### config.mk
export PLATFORM = sky130hd
export DESIGN_NAME = buzzer_ctrl_flat
export DESIGN_NICKNAME = d
export VERILOG_FILES = /design/src/rtl/buzzer_ctrl_if.sv /design/src/rtl/buzzer_ctrl.sv /design/src/flat_wrapper.sv
export SDC_FILE = /design/constraint.sdc
export NUM_CORES = 1
export LEC_CHECK = 0
export CELL_PAD_IN_SITES_DETAIL_PLACEMENT = 1
export CELL_PAD_IN_SITES_GLOBAL_PLACEMENT = 1
export CORE_MARGIN = 4
export CORE_UTILIZATION = 44
export CTS_CLUSTER_DIAMETER = 120
export DETAILED_ROUTE_END_ITERATION = 6
export PLACE_DENSITY_LB_ADDON = 0.1
export SLEW_MARGIN = 30
export SYNTH_ARGS = -nofsm -noshare
export SYNTH_HDL_FRONTEND = slang
export SYNTH_SLANG_ARGS = --single-unit
### constraint.sdc
create_clock -name clk -period 2.19 [get_ports clk]
set_input_delay 0.5475 -clock clk [delete_from_list [all_inputs] [get_ports clk]]
set_output_delay 0.5475 -clock clk [all_outputs]
set_load 0.01 [all_outputs]
### src/rtl/buzzer_ctrl_if.sv
// buzzer_ctrl_if: front-panel buzzer control bundle.
// Ports: key_ready, alarm_req, alarm_stop, mute (to ctrl); alarm_active, busy, bee (from ctrl).
interface buzzer_ctrl_if;
   logic key_ready;
   logic alarm_req;
   logic alarm_stop;
   logic mute;
   logic alarm_active;
   logic busy;
   logic bee;

   modport master (
      output key_ready, alarm_req, alarm_stop, mute,
      input  alarm_active, busy, bee
   );

   modport slave (
      input  key_ready, alarm_req, alarm_stop, mute,
      output alarm_active, busy, bee
   );
endinterface

### src/rtl/buzzer_ctrl.sv
// buzzer_ctrl: key-click tone and cadenced alarm tone on one buzzer pin.
// Ports: clk, rst_n (async, active low), bus (buzzer_ctrl_if.slave).
module buzzer_ctrl #(
   parameter int CLK_HZ       = 25000000,
   parameter int KEY_MS       = 100,
   parameter int ALARM_MS     = 10000,
   parameter int ALARM_ON_MS  = 500,
   parameter int ALARM_OFF_MS = 500,
   parameter int KEY_HALF     = 12500,
   parameter int ALARM_HALF   = 25000,
   parameter int ACTIVE_LOW   = 1
) (
   input logic          clk,
   input logic          rst_n,
   buzzer_ctrl_if.slave bus
);

   localparam int DIV    = CLK_HZ / 1000;
   localparam int PW     = (DIV > 1) ? $clog2(DIV) : 1;
   localparam int KW     = $clog2(KEY_MS + 1);
   localparam int AW     = $clog2(ALARM_MS + 1);
   localparam int PH_MAX = (ALARM_ON_MS > ALARM_OFF_MS) ?
                           ALARM_ON_MS : ALARM_OFF_MS;
   localparam int PHW    = $clog2(PH_MAX + 1);
   localparam int H_MAX  = (KEY_HALF > ALARM_HALF) ? KEY_HALF : ALARM_HALF;
   localparam int HW     = (H_MAX > 1) ? $clog2(H_MAX) : 1;
   localparam logic IDLE_LVL = (ACTIVE_LOW != 0);

   typedef enum logic [1:0] {IDLE = 2'd0, ON = 2'd1, OFF = 2'd2} state_t;
   typedef enum logic [1:0] {SEL_NONE, SEL_KEY, SEL_ALM} sel_t;

   // shared ms prescaler
   logic [PW-1:0] pre_cnt;
   logic          tick;

   assign tick = (pre_cnt == PW'(DIV - 1));

   always_ff @(posedge clk or negedge rst_n) begin
      if (!rst_n)     pre_cnt <= '0;
      else if (tick)  pre_cnt <= '0;
      else            pre_cnt <= pre_cnt + PW'(1);
   end

   // rising-edge detect
   logic key_prev;
   logic req_prev;
   logic key_edge;
   logic req_edge;

   assign key_edge = bus.key_ready & ~key_prev;
   assign req_edge = bus.alarm_req & ~req_prev;

   always_ff @(posedge clk or negedge rst_n) begin
      if (!rst_n) begin
         key_prev <= 1'b0;
         req_prev <= 1'b0;
      end else begin
         key_prev <= bus.key_ready;
         req_prev <= bus.alarm_req;
      end
   end

   // key channel
   logic [KW-1:0] key_cnt;
   logic [KW-1:0] key_nxt;

   always_comb begin
      key_nxt = key_cnt;
      if (key_edge)                   key_nxt = KW'(KEY_MS);
      else if (tick && key_cnt != '0) key_nxt = key_cnt - KW'(1);
   end

   always_ff @(posedge clk or negedge rst_n) begin
      if (!rst_n) key_cnt <= '0;
      else        key_cnt <= key_nxt;
   end

   // alarm FSM
   state_t         state;
   state_t         state_nxt;
   logic [AW-1:0]  alarm_cnt;
   logic [PHW-1:0] phase_cnt;
   logic           alarm_on;
   logic           active_nxt;

   always_ff @(posedge clk or negedge rst_n) begin
      if (!rst_n) state <= IDLE;
      else        state <= state_nxt;
   end

   // end of alarm outranks the phase toggle; stop outranks everything
   always_comb begin
      state_nxt = state;
      if (bus.alarm_stop) begin
         state_nxt = IDLE;
      end else begin
         unique case (state)
            IDLE: if (req_edge) state_nxt = ON;
            ON: if (tick) begin
               if (alarm_cnt == AW'(1))       state_nxt = IDLE;
               else if (phase_cnt == PHW'(1)) state_nxt = OFF;
            end
            OFF: if (tick) begin
               if (alarm_cnt == AW'(1))       state_nxt = IDLE;
               else if (phase_cnt == PHW'(1)) state_nxt = ON;
            end
            default: state_nxt = IDLE;
         endcase
      end
   end

   always_comb begin
      alarm_on   = (state == ON);
      active_nxt = (state_nxt != IDLE);
   end

   always_ff @(posedge clk or negedge rst_n) begin
      if (!rst_n) begin
         alarm_cnt <= '0;
         phase_cnt <= '0;
      end else if (state_nxt == IDLE) begin
         alarm_cnt <= '0;
         phase_cnt <= '0;
      end else if (state == IDLE) begin
         alarm_cnt <= AW'(ALARM_MS);
         phase_cnt <= PHW'(ALARM_ON_MS);
      end else if (tick) begin
         if (alarm_cnt != '0) alarm_cnt <= alarm_cnt - AW'(1);
         if (phase_cnt == PHW'(1))
            phase_cnt <= (state == ON) ? PHW'(ALARM_OFF_MS)
                                       : PHW'(ALARM_ON_MS);
         else if (phase_cnt != '0)
            phase_cnt <= phase_cnt - PHW'(1);
      end
   end

   // status flags track the state being entered, so they are not delayed
   logic alarm_active_q;
   logic busy_q;

   always_ff @(posedge clk or negedge rst_n) begin
      if (!rst_n) begin
         alarm_active_q <= 1'b0;
         busy_q         <= 1'b0;
      end else begin
         alarm_active_q <= active_nxt;
         busy_q         <= active_nxt | (key_nxt != '0);
      end
   end

   // tone select: key click overrides the alarm
   sel_t          sel;
   sel_t          sel_prev;
   logic [HW-1:0] half_m1;

   always_comb begin
      sel     = SEL_NONE;
      half_m1 = HW'(ALARM_HALF - 1);
      if (key_cnt != '0) begin
         sel     = SEL_KEY;
         half_m1 = HW'(KEY_HALF - 1);
      end else if (alarm_on) begin
         sel     = SEL_ALM;
      end
   end

   // tone generator restarts from a clean phase on every selection change
   logic [HW-1:0] half_cnt;
   logic          tone;
   logic          bee_q;

   always_ff @(posedge clk or negedge rst_n) begin
      if (!rst_n) begin
         sel_prev <= SEL_NONE;
         half_cnt <= '0;
         tone     <= 1'b0;
         bee_q    <= IDLE_LVL;
      end else begin
         sel_prev <= sel;
         if (sel == SEL_NONE || sel != sel_prev) begin
            half_cnt <= '0;
            tone     <= 1'b0;
         end else if (half_cnt == half_m1) begin
            half_cnt <= '0;
            tone     <= ~tone;
         end else begin
            half_cnt <= half_cnt + HW'(1);
         end
         if (sel == SEL_NONE || bus.mute) bee_q <= IDLE_LVL;
         else                             bee_q <= tone ^ IDLE_LVL;
      end
   end

   assign bus.alarm_active = alarm_active_q;
   assign bus.busy         = busy_q;
   assign bus.bee          = bee_q;

endmodule

### src/flat_wrapper.sv
// flat-port wrapper written by rule: the top's interface ports become plain ports
module buzzer_ctrl_flat 
#(
   parameter int CLK_HZ       = 25000000,
   parameter int KEY_MS       = 100,
   parameter int ALARM_MS     = 10000,
   parameter int ALARM_ON_MS  = 500,
   parameter int ALARM_OFF_MS = 500,
   parameter int KEY_HALF     = 12500,
   parameter int ALARM_HALF   = 25000,
   parameter int ACTIVE_LOW   = 1
)
  (clk, rst_n, bus_key_ready, bus_alarm_req, bus_alarm_stop, bus_mute, bus_alarm_active, bus_busy, bus_bee);
  buzzer_ctrl_if bus_i ();
  input logic clk;
  input logic rst_n;
  input wire logic [$bits(bus_i.key_ready)-1:0] bus_key_ready;
  input wire logic [$bits(bus_i.alarm_req)-1:0] bus_alarm_req;
  input wire logic [$bits(bus_i.alarm_stop)-1:0] bus_alarm_stop;
  input wire logic [$bits(bus_i.mute)-1:0] bus_mute;
  output wire logic [$bits(bus_i.alarm_active)-1:0] bus_alarm_active;
  output wire logic [$bits(bus_i.busy)-1:0] bus_busy;
  output wire logic [$bits(bus_i.bee)-1:0] bus_bee;
  assign bus_i.key_ready = bus_key_ready;
  assign bus_i.alarm_req = bus_alarm_req;
  assign bus_i.alarm_stop = bus_alarm_stop;
  assign bus_i.mute = bus_mute;
  assign bus_alarm_active = bus_i.alarm_active;
  assign bus_busy = bus_i.busy;
  assign bus_bee = bus_i.bee;
  buzzer_ctrl #(.CLK_HZ(CLK_HZ), .KEY_MS(KEY_MS), .ALARM_MS(ALARM_MS), .ALARM_ON_MS(ALARM_ON_MS), .ALARM_OFF_MS(ALARM_OFF_MS), .KEY_HALF(KEY_HALF), .ALARM_HALF(ALARM_HALF), .ACTIVE_LOW(ACTIVE_LOW)) u_core (.clk(clk), .rst_n(rst_n), .bus(bus_i));
endmodule
==> out/results.tsv, run 1 <==
metric	value	unit
drt initial violations	150	
Critical Path Start Type	flop	
Core ar.	7888	um^2
max-cap viol count	0	
Ant. Diodes	0	
DRC Markers	0	
Top Metal Used	met4	
Synth area leaders	dfrtp_1 47%, xor2_1 8.9%, nor2_1 5.0%, ha_1 3.1%, nor3_1 3.0%	
io pins	9	
Design Area, Final	4792	um^2
Starting Density	46.22	%
Worst Max-Slew Pin Slew	520.7	ps
failing checks	negative setup slack	
final cell count without fillers	546	
predominant post-synthesis flop cell	dfrtp_1	
vias per cell	5.537	
worst endpoint required time	2410	ps
Cells after Synth	373	
CP max-delay cell	dfrtp_1	
DRT Pass-1 Iters	4	
layout cells sized above 1	25.90	%
met3 wire len	212	um
Root Buffer	clkbuf_8	
Yosys reg bits	70	
Layout Nets	454	
top cell type by total area after synthesis	dfrtp_1	
total CTS buffers	9	
total global routing overflow	0	
asr flop ratio synth	100.0	%
via count of the routed design	3023	
Slew HR	64.96	%
setup violators final	22	
Crit Path Max Fanout	7	
Unique masters post-synth	52	
Min-Delay Path Class	input pin to async pin	
Worst-Skew Late Latency	360	ps
Post-synth EDFFs	0	
synthesized net count	388	
CP endpoint kind	flop	
arrival time at the worst endpoint	2490	ps
Die Y	99.03	um
first-pass GRT wire length	15470	um
Fmax	441.1	MHz
Met1 Wirelength	4288	um
initial antenna violation count	0	
PnR Total Power	3.126	mW
gr usage total	19.42	%
routed length per placed instance	17.86	um
total die area	9807	um^2
PortBufs	8	
Cell Area, Placed	4205	um^2
Die Span X	99.03	um
row cnt	32	
H-tree depth	3	
skew final	21.64	ps
Cells after DPL	521	
Max IR drop VDD	0.0003963	V
RSZ-0062 raised after global routing	true	
Fin. Hold Viols	0	
register area share after synthesis	48.08	%
met2 WL	5059	um
vias in the first global route	3171	
Final Max Tran Viols	0	
Leakage Power	2.096	nW
CTS clock-pin slew for the worst setup and hold paths	90	ps
Setup CP Type	flop to flop	
pin count of the biggest net entering global routing	71	
PnR worst setup slack	-76.84	ps
GP Congestion	0.7771	
HPWL Detailed	6401	um
synthesized cell area	3646	um^2
WL final	9749	um
CP bufs+invs	2	
top cell type's share of synthesized area	47.36	%
Final Hold Slack	186.4	ps
ANT nets after route	0	
Final Critical Period	2267	ps
CTS max path bufs	2	
outcome	complete, but fails checks	
synthesized area per cell	9.775	um^2
Fin Setup TNS	-798.3	ps
synthesis-to-finish area growth	31.43	%
CTS tree	built	
most frequent cells in the layout	69 x dfrtp_1, 49 x buf_4, 47 x nor2_1	
fin crit share	103.5	%
Yosys warnings	0	
crit-path max cell delay	400	ps
clk sinks	70	
Cell Pwr Density	652.3	nW/um^2
Crit path max-delay family	simple AND/OR/NAND/NOR gates	
most common cell after layout, fill and taps aside	dfrtp_1	
Cell Chain, Critical Path	inv_2 > ha_4 > nor4b_4 > nand4_1 > a2bb2oi_2 > o31ai_4 > nor2_4 > clkbuf_16 > a21oi_1	
-- report_power, final --
| part | internal [mW] | switching (mW) |
|---|---|---|
| logic | 0.240 | 0.273 |
| clock network | 0.703 | 0.496 |
| registers | 1.35 | 0.0680 |
| total | 2.29 | 0.837 |
-- flip-flops by register name, summed over array words and instances, names as in the netlist, 2 cells and up --
signal	flops
u_core.sel_prev	2
u_core.half_cnt	15
u_core.pre_cnt	15
u_core.key_cnt	7
u_core.phase_cnt	9
u_core.state	2
u_core.alarm_cnt	14
-- kinds of logic (layout without fill, tap and decap cells) --
family | Yosys count | after routing | share of synthesized area, %
mux | 1 | 1 | 0.2745
fa+ha+maj | 9 | 9 | 3.089
flops | 70 | 70 | 48.08
simple gates | 179 | 179 | 26.53
xor+xnor | 46 | 46 | 11.05
compound gates | 45 | 45 | 8.236
buf+inv | 23 | 94 | 2.745
-- per-stage QoR --
| step | worst slack, ps | utilization, % |
|---|---|---|
| after floorplan | 26.81 | - |
| after CTS | -55.02 | 57.09 |
| after detailed placement | -226.9 | 53.32 |
| final | -76.84 | 60.76 |
| after global routing | -184.2 | 60.76 |
| after global placement | -135.9 | 53.32 |
-- final cells by class --
type / instances / area, um^2
Fill cell: 864 / 3095
Sequential cell: 70 / 1753
Clock buffer: 11 / 151.4
Inverter: 11 / 41.29
Clock inverter: 5 / 81.33
Tap cell: 102 / 127.6
Multi-Input combinational cell: 280 / 2051
Timing Repair Buffer: 67 / 586.8
-- layer usage --
layer | up-vias | global-route usage (%)
met5 | - | 0
met1 | 1531 | 24.90
met2 | 29 | 33.26
met3 | 18 | 3.751
li1 | 1445 | -
met4 | 0 | 5.672
-- synthesized netlist by cell type, types with 3 or more instances --
| cell | n |
|---|---|
| nand4b_1 | 5 |
| and2_1 | 4 |
| clkbuf_1 | 4 |
| inv_1 | 11 |
| and3_1 | 7 |
| nand3b_1 | 4 |
| and4_1 | 5 |
| xnor2_1 | 9 |
| nor4_1 | 10 |
| nand4_1 | 7 |
| nand3_1 | 17 |
| nor3_1 | 22 |
| buf_2 | 5 |
| nor4b_1 | 3 |
| nand2_1 | 24 |
| ha_1 | 9 |
| nor4bb_1 | 5 |
| o21ai_0 | 8 |
| a21oi_1 | 17 |
| nor2_1 | 49 |
| nand2b_1 | 3 |
| dfrtp_1 | 69 |
| xor2_1 | 37 |
-- worst reg2reg max path, cell delays in order (launching register included) --
cell,delay [ps]
dfrtp_1,400
inv_2,100
ha_4,140
nor4b_4,170
nand4_1,270
a2bb2oi_2,320
o31ai_4,140
nor2_4,330
clkbuf_16,240
a21oi_1,40
-- final timing paths --
| check | startpoint | endpoint | slack (ps) | cells past startpoint |
|---|---|---|---|---|
| min in group clk | u_core.tone | u_core.bus.bee | 490 | 1 |
| max | u_core.alarm_cnt[1] | u_core.alarm_cnt[10] | -80 | 9 |
| max reg2reg | u_core.alarm_cnt[1] | u_core.alarm_cnt[10] | -80 | 9 |
| max in group asynchronous | rst_n | u_core.bus.bee | 1630 | 2 |
| min reg2reg | u_core.tone | u_core.bus.bee | 490 | 1 |
| min | rst_n | u_core.pre_cnt[11] | 190 | 2 |
-- timing repair --
item,CTS,global route
cloned,0,1
gates resized for setup,11,40
endpoints found under the setup margin,26,26
buffers inserted,0,8
pin swaps,2,13
hold buffers,0,0
No activity file was read; power rests on OpenSTA's default activity.
==> run 2, diff against run 1 <==
--- a/config.mk
+++ b/config.mk
@@ -7,10 +7,12 @@
 export LEC_CHECK = 0
 export CELL_PAD_IN_SITES_DETAIL_PLACEMENT = 1
 export CELL_PAD_IN_SITES_GLOBAL_PLACEMENT = 1
+export CORE_ASPECT_RATIO = 0.5
 export CORE_MARGIN = 4
 export CORE_UTILIZATION = 44
 export CTS_CLUSTER_DIAMETER = 120
 export DETAILED_ROUTE_END_ITERATION = 6
+export GPL_TIMING_DRIVEN = 0
 export PLACE_DENSITY_LB_ADDON = 0.1
 export SLEW_MARGIN = 30
 export SYNTH_ARGS = -nofsm -noshare
==> run 2 against run 1 <==
Against the previous run: the run still ends with negative setup slack left; worst setup slack worse by 30 ps; critical endpoint is now u_core.alarm_cnt[6]; clock power increased by 23%; sequential cell count unchanged; clock-buffer cell count up 1; register-to-register slack barely moved; sequential power hardly changed; die area up 0.90%; largest cell class unchanged; first-iteration DRC count increased by 9.3%; global-route usage rose by 1.7 points.
==> out/results.tsv, run 2 (synthesis gave the netlist of run 1 again) <==
metric	value	unit
outcome	complete, but fails checks	
failing checks	negative setup slack	
clk sinks	70	
PnR Total Power	3.429	mW
FF-to-FF setup slack	-70	ps
DRC Markers	0	
routed length per placed instance	19.80	um
Crit. Startpoint	bus_alarm_stop	
GP Congestion	0.8529	
fillers	833	
vias per cell	5.637	
drt initial violations	164	
Core ar.	8029	um^2
Slew HR	52.31	%
Crit Path Max Fanout	5	
via count of the routed design	3061	
Worst Max-Slew Pin Slew	715.3	ps
CTS max path bufs	2	
final core utilization	60.11	%
Cell Pwr Density	710.6	nW/um^2
worst r2r src	u_core.phase_cnt[1]	
gr usage total	21.14	%
skew final	7.712	ps
CTS clock-pin slew for the worst setup and hold paths	60	ps
CTS tree	built	
Critical Path Start Type	input pin	
most frequent cells in the layout	61 x dfrtp_1, 46 x nor2_1, 37 x xor2_1	
register area	1763	um^2
Fmax	435.3	MHz
Die Y	72.37	um
fin crit share	104.9	%
Setup CP Type	input pin to flop	
Final Critical Period	2297	ps
max-cap viol count	0	
Die Span X	136.7	um
biggest regs	u_core.half_cnt: 15 flops, u_core.pre_cnt: 15 flops, u_core.alarm_cnt: 14 flops	
final cell count without fillers	543	
Leakage Power	2.055	nW
multi-input logic area	2095	um^2
Layout Nets	441	
Starting Density	45.41	%
Root Buffer	clkbuf_16	
ANT nets after route	0	
Cells after DPL	494	
RSZ-0062 raised after global routing	true	
first-pass GRT wire length	16250	um
Design Area, Final	4826	um^2
worst endpoint required time	2400	ps
H-tree depth	3	
arrival time at the worst endpoint	2510	ps
Cell Area, Placed	3904	um^2
Worst-Skew Late Latency	330	ps
r2r endpoint	u_core.alarm_cnt[6]	
vias in the first global route	3246	
total CTS buffers	9	
DRT Pass-1 Iters	4	
PnR worst setup slack	-107.1	ps
row cnt	23	
WL final	10750	um
pin count of the biggest net entering global routing	50	
setup violators final	24	
cells on worst reg2reg path	10	
Final Max Tran Viols	0	
HPWL Detailed	6222	um
end of the critical path	u_core.alarm_cnt[6]	
total global routing overflow	0	
Max IR drop VDD	0.0003724	V
Ant. Diodes	0	
synthesis-to-finish area growth	32.36	%
CP endpoint kind	flop	
hold_buf cts	0	
pre-CTS setup slack	-532.0	ps
PortBufs	8	
most common cell after layout, fill and taps aside	dfrtp_1	
initial antenna violation count	0	
Min-Delay Path Class	input pin to async pin	
layout cells sized above 1	26.45	%
io pins	9	
Fin. Hold Viols	0	
total die area	9896	um^2
run 2: how the worst min path moves through the flow:
| stage | from | to | slack, ps | cells past startpoint |
|---|---|---|---|---|
| floorplan | rst_n | u_core.alarm_cnt[0] | 250 | 0 |
| global placement | u_core.tone | u_core.bus.bee | 440 | 1 |
| detailed placement | u_core.tone | u_core.bus.bee | 450 | 1 |
| CTS | rst_n | u_core.alarm_cnt[11] | 110 | 1 |
| global route | rst_n | u_core.alarm_cnt[11] | 110 | 1 |
| finish | rst_n | u_core.alarm_cnt[11] | 110 | 1 |
run 2: routing by layer:
metal | part of all wire [%] | global-route usage [%] | routed length (um) | vias to the layer above
li1 | - | - | - | 1430
met1 | 42 | 25.57 | 4525 | 1567
met2 | 53 | 36.97 | 5663 | 48
met3 | 3.0 | 6.163 | 322 | 16
met4 | 2.2 | 6.257 | 238 | 0
met5 | 0 | 0 | 0 | -
run 2: layout make-up:
cell class	count	share of cell area, %
buffer	10	1.763
clock buffer	12	5.315
clock inverter	4	0.9334
inverter	11	0.8556
multi-input combinational	280	43.40
sequential	70	36.53
tap	112	2.904
timing repair buffer	44	8.297
run 2: critical path: stages:
cell             delay [ps]
clkdlybuf4s50_1         510
or3b_2                  520
a21oi_1                 190
a2bb2oi_2               100
o31ai_4                  90
nor2_4                  120
buf_6                   150
nor3_1                  280
run 2: power breakdown:
part / internal (mW) / switching, mW
Sequential: 1.35 / 0.0821
Clock: 0.937 / 0.530
Combinational: 0.230 / 0.300
Total: 2.52 / 0.913
run 2: timing repair:
item | CTS | global route
resized for setup | 44 | 40
setup endpoints to repair | 47 | 35
buffers inserted | 14 | 20
pin swaps | 13 | 13
gates cloned | 0 | 1
run 2: through the flow:
stage,TNS [ps],hold slack (ps)
2_1_floorplan,0,251.9
3_3_place_gp,-141480,440.0
3_5_place_dp,-16830,450.6
4_1_cts,-656.1,109.0
5_1_grt,-3249,114.6
6_report,-1036,107.9
